===== config.mk =====
export PLATFORM = sky130hd
export DESIGN_NAME = ex_stage_md
export DESIGN_NICKNAME = d
export VERILOG_FILES = /design/src/rtl/ex_stage_md.sv
export SDC_FILE = /design/constraint.sdc
export NUM_CORES = 2
export LEC_CHECK = 0
export CORE_MARGIN = 2
export CORE_UTILIZATION = 35
export DETAILED_ROUTE_END_ITERATION = 12
export PLACE_DENSITY = 0.54
export SLEW_MARGIN = 20
export SYNTH_ARGS = -nofsm -noshare
export SYNTH_HDL_FRONTEND = slang
export SYNTH_SLANG_ARGS = --single-unit

===== constraint.sdc =====
create_clock -name clk -period 18.86 [get_ports clk]
set_clock_uncertainty 0.15 [all_clocks]
set_input_delay 3.772 -clock clk [delete_from_list [all_inputs] [get_ports clk]]
set_output_delay 3.772 -clock clk [all_outputs]
set_load 0.01 [all_outputs]

===== src/rtl/ex_stage_md.sv =====
// ex_stage_md: RV32 execute stage with single-cycle ALU path, N-source operand
// forwarding and an iterative RV32M multiply/divide unit with stall/flush.
// Optional feature macro: EX_FAST_MUL_EN (single-cycle multiplier for MUL*).
// ALU control decode and ALU are the pipeline's standard ones, kept as local
// functions so the stage is one self-contained unit.
module ex_stage_md #(
    parameter int unsigned DWIDTH  = 32,
    parameter int unsigned NUM_FWD = 2
) (
    input  logic                                 clk,
    input  logic                                 rst_n,
    input  logic                                 in_valid,
    input  logic [DWIDTH-1:0]                    data_rs1,
    input  logic [DWIDTH-1:0]                    data_rs2,
    input  logic [DWIDTH-1:0]                    data_pc,
    input  logic [DWIDTH-1:0]                    data_imm,
    input  logic [NUM_FWD*DWIDTH-1:0]            fwd_data,
    input  logic [$clog2(NUM_FWD+1)-1:0]         fwd_a_sel,
    input  logic [$clog2(NUM_FWD+1)-1:0]         fwd_b_sel,
    input  logic [3:0]                           ctrl_alu_func,
    input  logic [1:0]                           ctrl_alu_op,
    input  logic [1:0]                           ctrl_alu_src_a,
    input  logic [1:0]                           ctrl_alu_src_b,
    input  logic                                 ctrl_md_en,
    input  logic [2:0]                           md_func,
    input  logic                                 flush,
    output logic                                 stall,
    output logic                                 out_valid,
    output logic [DWIDTH-1:0]                    result
);

    localparam int unsigned SELW = $clog2(NUM_FWD + 1);
    localparam int unsigned CW   = $clog2(DWIDTH);
    localparam int unsigned SHW  = $clog2(DWIDTH);
    localparam int unsigned PW   = 2 * DWIDTH;

    localparam logic [3:0] AC_ADD  = 4'd0;
    localparam logic [3:0] AC_SUB  = 4'd1;
    localparam logic [3:0] AC_SLL  = 4'd2;
    localparam logic [3:0] AC_SLT  = 4'd3;
    localparam logic [3:0] AC_SLTU = 4'd4;
    localparam logic [3:0] AC_XOR  = 4'd5;
    localparam logic [3:0] AC_SRL  = 4'd6;
    localparam logic [3:0] AC_SRA  = 4'd7;
    localparam logic [3:0] AC_OR   = 4'd8;
    localparam logic [3:0] AC_AND  = 4'd9;

    typedef enum logic [1:0] {IDLE, BUSY, DONE} state_t;

    // ALU control: op 00 add (ld/st), 01 sub (branch), 10 R-type, 11 I-type.
    // func = {funct7[5], funct3}; funct7[5] only selects SUB on R-type.
    function automatic logic [3:0] alu_ctrl_dec(input logic [1:0] op, input logic [3:0] func);
        logic [3:0] c;
        c = AC_ADD;
        case (op)
            2'b00: c = AC_ADD;
            2'b01: c = AC_SUB;
            default: begin
                case (func[2:0])
                    3'b000:  c = (op == 2'b10 && func[3]) ? AC_SUB : AC_ADD;
                    3'b001:  c = AC_SLL;
                    3'b010:  c = AC_SLT;
                    3'b011:  c = AC_SLTU;
                    3'b100:  c = AC_XOR;
                    3'b101:  c = func[3] ? AC_SRA : AC_SRL;
                    3'b110:  c = AC_OR;
                    default: c = AC_AND;
                endcase
            end
        endcase
        return c;
    endfunction

    // Single-cycle ALU.
    function automatic logic [DWIDTH-1:0] alu_exec(input logic [DWIDTH-1:0] a,
                                                   input logic [DWIDTH-1:0] b,
                                                   input logic [3:0] c);
        logic [DWIDTH-1:0] y;
        logic [SHW-1:0]    sh;
        sh = b[SHW-1:0];
        case (c)
            AC_ADD:  y = a + b;
            AC_SUB:  y = a - b;
            AC_SLL:  y = a << sh;
            AC_SLT:  y = DWIDTH'($signed(a) < $signed(b));
            AC_SLTU: y = DWIDTH'(a < b);
            AC_XOR:  y = a ^ b;
            AC_SRL:  y = a >> sh;
            AC_SRA:  y = $unsigned($signed(a) >>> sh);
            AC_OR:   y = a | b;
            AC_AND:  y = a & b;
            default: y = '0;
        endcase
        return y;
    endfunction

    // Final mul/div result from magnitude product or {remainder, quotient}.
    function automatic logic [DWIDTH-1:0] md_fix(input logic [2:0] func,
                                                 input logic [PW-1:0] prod,
                                                 input logic neg_q,
                                                 input logic neg_r,
                                                 input logic dz,
                                                 input logic [DWIDTH-1:0] dvd);
        logic [PW-1:0]     full;
        logic [DWIDTH-1:0] q;
        logic [DWIDTH-1:0] r;
        logic [DWIDTH-1:0] y;
        full = neg_q ? -prod : prod;
        q    = prod[DWIDTH-1:0];
        r    = prod[PW-1:DWIDTH];
        if (!func[2])
            y = (func[1:0] == 2'b00) ? full[DWIDTH-1:0] : full[PW-1:DWIDTH];
        else if (!func[1])
            y = dz ? '1 : (neg_q ? -q : q);
        else
            y = dz ? dvd : (neg_r ? -r : r);
        return y;
    endfunction

    state_t              state;
    logic [CW-1:0]       cnt;
    logic [2:0]          func_q;
    logic                neg_q_q;
    logic                neg_r_q;
    logic                dz_q;
    logic [DWIDTH-1:0]   dvd_q;
    logic [DWIDTH-1:0]   opnd_q;
    logic [PW-1:0]       prod_q;
    logic [DWIDTH-1:0]   res_q;

    logic [DWIDTH-1:0]   op_a;
    logic [DWIDTH-1:0]   op_b;
    logic [DWIDTH-1:0]   alu_a;
    logic [DWIDTH-1:0]   alu_b;
    logic [DWIDTH-1:0]   alu_result;

    // Forwarding: select register file value or one of the forwarding slots.
    always_comb begin
        op_a = data_rs1;
        op_b = data_rs2;
        for (int k = 1; k <= int'(NUM_FWD); k++) begin
            if (fwd_a_sel == SELW'(k)) op_a = fwd_data[(k-1)*DWIDTH +: DWIDTH];
            if (fwd_b_sel == SELW'(k)) op_b = fwd_data[(k-1)*DWIDTH +: DWIDTH];
        end
    end

    // ALU source muxes, applied after forwarding.
    always_comb begin
        case (ctrl_alu_src_a)
            2'b01:   alu_a = data_pc;
            2'b10:   alu_a = '0;
            default: alu_a = op_a;
        endcase
        case (ctrl_alu_src_b)
            2'b01:   alu_b = data_imm;
            2'b10:   alu_b = DWIDTH'(4);
            default: alu_b = op_b;
        endcase
    end

    assign alu_result = alu_exec(alu_a, alu_b, alu_ctrl_dec(ctrl_alu_op, ctrl_alu_func));

    // Operand sign handling at acceptance: magnitudes plus result sign flags.
    logic              is_div;
    logic              a_neg;
    logic              b_neg;
    logic [DWIDTH-1:0] mag_a;
    logic [DWIDTH-1:0] mag_b;
    always_comb begin
        is_div = md_func[2];
        a_neg  = op_a[DWIDTH-1] & (is_div ? ~md_func[0] : (md_func[1:0] != 2'b11));
        b_neg  = op_b[DWIDTH-1] & (is_div ? ~md_func[0] : ~md_func[1]);
        mag_a  = a_neg ? -op_a : op_a;
        mag_b  = b_neg ? -op_b : op_b;
    end

    // One iteration: shift-add multiply or restoring divide step.
    logic [DWIDTH:0]   mul_sum;
    logic [DWIDTH:0]   div_shift;
    logic [DWIDTH:0]   div_diff;
    logic [PW-1:0]     step_next;
    always_comb begin
        mul_sum   = {1'b0, prod_q[PW-1:DWIDTH]} + (prod_q[0] ? {1'b0, opnd_q} : '0);
        div_shift = {prod_q[PW-1:DWIDTH], prod_q[DWIDTH-1]};
        div_diff  = div_shift - {1'b0, opnd_q};
        if (!func_q[2])
            step_next = {mul_sum, prod_q[DWIDTH-1:1]};
        else if (div_diff[DWIDTH])
            step_next = {div_shift[DWIDTH-1:0], prod_q[DWIDTH-2:0], 1'b0};
        else
            step_next = {div_diff[DWIDTH-1:0], prod_q[DWIDTH-2:0], 1'b1};
    end

`ifdef EX_FAST_MUL_EN
    logic [PW-1:0] fast_prod;
    assign fast_prod = PW'(mag_a) * PW'(mag_b);
`endif

    // Mul/div FSM and datapath registers.
    always_ff @(posedge clk) begin
        if (!rst_n) begin
            state   <= IDLE;
            cnt     <= '0;
            func_q  <= '0;
            neg_q_q <= 1'b0;
            neg_r_q <= 1'b0;
            dz_q    <= 1'b0;
            dvd_q   <= '0;
            opnd_q  <= '0;
            prod_q  <= '0;
            res_q   <= '0;
        end else if (flush) begin
            state <= IDLE;
        end else begin
            case (state)
                IDLE: begin
                    if (in_valid && ctrl_md_en) begin
                        func_q  <= md_func;
                        neg_q_q <= a_neg ^ b_neg;
                        neg_r_q <= a_neg;
                        dz_q    <= (op_b == '0);
                        dvd_q   <= op_a;
                        opnd_q  <= is_div ? mag_b : mag_a;
                        prod_q  <= {{DWIDTH{1'b0}}, (is_div ? mag_a : mag_b)};
                        cnt     <= CW'(DWIDTH - 1);
`ifdef EX_FAST_MUL_EN
                        if (!is_div) begin
                            res_q <= md_fix(md_func, fast_prod, a_neg ^ b_neg, a_neg,
                                            (op_b == '0), op_a);
                            state <= DONE;
                        end else begin
                            state <= BUSY;
                        end
`else
                        state   <= BUSY;
`endif
                    end
                end
                BUSY: begin
                    prod_q <= step_next;
                    if (cnt == '0) begin
                        res_q <= md_fix(func_q, step_next, neg_q_q, neg_r_q, dz_q, dvd_q);
                        state <= DONE;
                    end else begin
                        cnt <= cnt - CW'(1);
                    end
                end
                default: state <= IDLE;
            endcase
        end
    end

    // Handshake outputs and result select.
    always_comb begin
        stall     = 1'b0;
        out_valid = 1'b0;
        result    = (state == DONE) ? res_q : alu_result;
        if (rst_n && !flush) begin
            case (state)
                IDLE: begin
                    if (in_valid) begin
                        stall     = ctrl_md_en;
                        out_valid = ~ctrl_md_en;
                    end
                end
                BUSY:    stall     = 1'b1;
                default: out_valid = 1'b1;
            endcase
        end
    end

endmodule


==> impl_metrics.env <==
export IMPL_die_w_um=282
export IMPL_globalplace_congestion=1.06
export IMPL_mostFrequentLayoutCells="486 x nor2_1, 416 x nand2_1, 388 x a21oi_1"
export IMPL_cts_setup_buffers=0
export IMPL_critPathLaunchType="primary input"
export IMPL_cp_max_fo=16
export IMPL_finalHoldViolations=0
export IMPL_track_usage_pct=34.7
export IMPL_drv_slew=0
export IMPL_clk_pin_slew_ps=60
export IMPL_final_common_cell="nor2_1"
export IMPL_dp_hpwl_mm=112
export IMPL_vias_per_cell=6.37
export IMPL_max_clock_freq_ghz=0.0658
export IMPL_period_share_pct=80.6
export IMPL_synth_edf_count=0
export IMPL_cp_buffers_inverters=4
export IMPL_yosysSeqAreaShare_pct=12.8
export IMPL_post_place_ws_ps=3950
export IMPL_syn_area_mm2=0.0271
export IMPL_synth_top_family_by_area="compound AO/OA/AOI/OAI gates"
export IMPL_ys_types=99
export IMPL_routed_via_count=32500
export IMPL_die_y_um=282
export IMPL_drt_first_iter_violations=4667
export IMPL_critPathMaxStageDelay_ps=900
export IMPL_grt_pass1_wl_mm=206
export IMPL_yosysWarnings=0
export IMPL_start_util_pct=35.5
export IMPL_drc=0
export IMPL_final_nets=4446
export IMPL_max_clock_path_buffers=2
export IMPL_setup_tns_ps=0
export IMPL_worst_pin_slew_ps=1280
export IMPL_cap_violations=0
export IMPL_area_growth_pct=14.5
export IMPL_rsz0062_at_grt="false"
export IMPL_finalCriticalPeriod_ps=15200
export IMPL_wl_mm=142
export IMPL_grt_max_degree=97
export IMPL_syn_instance_count=4006
export IMPL_fill_cells=8066
export IMPL_clock_latency_ps=480
export IMPL_synth_async_reset_ratio_pct=0
export IMPL_cts_tree="yes"
export IMPL_io_buffers=247
export IMPL_peakVddDrop_v=0.0000738
export IMPL_yosys_area_share_xor_xnor_pct=6.48
export IMPL_hp_class="register to register"
export IMPL_setup_viol=0
export IMPL_root_buffer="clkbuf_16"
export IMPL_synth_compound_area_share_pct=33.7
export IMPL_num_rows=101
export IMPL_crit_path_cell_trace="clkdlybuf4s50_1 -> xor2_2 -> o221a_2 -> inv_1 -> o21ai_1 -> inv_1 -> fa_1 -> o21ai_0 -> a21o_1 -> a21o_1 -> a21oi_1 -> o21ai_0 -> a211o_1 -> nand2_1 -> o41ai_1 -> a311oi_1 -> o41ai_1 -> or3_1 -> a21oi_1 -> o32a_1 -> clkdlybuf4s50_1"
export IMPL_die_area_mm2=0.0795
export IMPL_avgRoutedWirePerCell_um=27.9
export IMPL_core_mm2=0.0762
export IMPL_critical_path_class="primary input to output pin"
export IMPL_worst_slack_ps=3660
export IMPL_synth_ff_type="dfxtp_1"
export IMPL_grt_antenna_before_repair=5
export IMPL_ctsResizeCount=0
export IMPL_cts_buffers=17
export IMPL_synth_avg_cell_area_um2=6.75
export IMPL_synth_seq_cells=173
export IMPL_end_kind="output pin"
export IMPL_htreeDepth=4
export IMPL_grt_overflow=0
export IMPL_run_status="complete, no violations"
export IMPL_grt_pass1_vias=29600
export IMPL_drive_above_1_share_pct=5.53
export IMPL_drtPass1Iterations=7
export IMPL_powerDensity_mw_per_mm2=67.2
export IMPL_drtAntennaViolNets=0
export IMPL_syn_num_nets=4394
export IMPL_p_leak_nw=12.3
export IMPL_cts_sinks=173
export IMPL_slew_headroom_pct=13.6
export IMPL_synth_adder_area_share_pct=8.16
export IMPL_hold_buffers=0
export IMPL_critPathRequiredTime_ps=14940
export IMPL_cp_arrival_ps=11280
export IMPL_critPathSlowestCell="o41ai_1"
export IMPL_synth_area_mux_share_pct=8.92
export IMPL_synth_simple_area_share_pct=23.3
export IMPL_io_pins=248
export IMPL_cp_top_family="compound AO/OA/AOI/OAI gates"
==> registers in the layout, indices dropped and copies added (netlist names) <==
name     cells
cnt          5
dvd_q       32
dz_q         1
func_q       3
neg_q_q      1
neg_r_q      1
opnd_q      32
prod_q      64
res_q       32
state        2
==> Yosys cell counts, types with 30 or more instances <==
cell      number  area, um^2
a31oi_1       40         250
mux2i_1      222        2220
and2_1        50         313
dfxtp_1      173        3460
or3_1         30         188
clkbuf_1     228         856
nand3_1       69         345
o22ai_1       35         219
nor2b_1       39         244
buf_1         39         146
xor2_1        77         674
nand2_1      417        1570
o211ai_1      62         465
nor3_1       110         551
a22oi_1       40         300
xnor2_1      123        1080
inv_1        171         642
a21oi_1      388        1940
ha_1         170        2130
a22o_1        44         385
nor2_1       490        1840
a211oi_1      97         728
o21ai_0      278        1390
nand2b_1      33         206
o31ai_1       32         240
a21o_1        48         360
==> where the power goes <==
| part | internal (mW) | switching [mW] |
|---|---|---|
| combinational | 0.440 | 0.849 |
| sequential | 0.380 | 0.0221 |
| clock | 0.216 | 0.173 |
==> worst min-delay path, cell delays in order, from the launching register on <==
cell     delay [ps]
dfxtp_1         310
nand2_1          50
nand2_1          40
==> final cells by class <==
type | count | area, um^2 | area share (%)
clock inverter | 10 | 139 | 0.449
antenna | 5 | 12.5 | 0.0404
timing repair buffer | 322 | 3040 | 9.80
clock buffer | 22 | 464 | 1.50
tap | 1030 | 1290 | 4.16
sequential | 173 | 3470 | 11.2
multi-input combinational | 3367 | 21900 | 70.7
inverter | 177 | 667 | 2.15
==> logic make-up after synthesis <==
logic type      count (synthesis)
compound gates               1374
xor+xnor                      200
fa+ha+maj                     174
buf+inv                       466
flops                         173
mux                           238
simple gates                 1381
==> path summary, 6_finish.rpt <==
path | depth (start not counted) | startpoint | slack, ps | end
max | 21 | fwd_a_sel[0] | 3660 | result[30]
min | 2 | res_q[11] | 290 | res_q[11]
max reg2reg | 25 | prod_q[31] | 11450 | res_q[4]
min reg2reg | 2 | res_q[11] | 290 | res_q[11]
==> routing by layer <==
layer	track usage [%]	up-vias	part of all wire, %
li1	-	14700	-
met1	47.0	15500	42
met2	53.1	1892	43
met3	4.64	345	9.0
met4	19.3	2	6.3
met5	0	-	0.0091
==> stage by stage <==
stage / instances / power [mW] / area (um^2) / utilization [%] / hold slack (ps)
floorplan: 4006 / 1.18 / 27100 / - / 266
finish: 5106 / 2.08 / 31000 / 40.6 / 294
detailed placement: 5069 / 1.65 / 30300 / 39.8 / 285
CTS: 5101 / 2.04 / 30900 / 40.6 / 297
global placement: 5069 / 1.66 / 30300 / 39.8 / 282
global route: 5104 / 2.17 / 31000 / 40.6 / 323
Note: power is estimated with default switching activity, not from simulation.
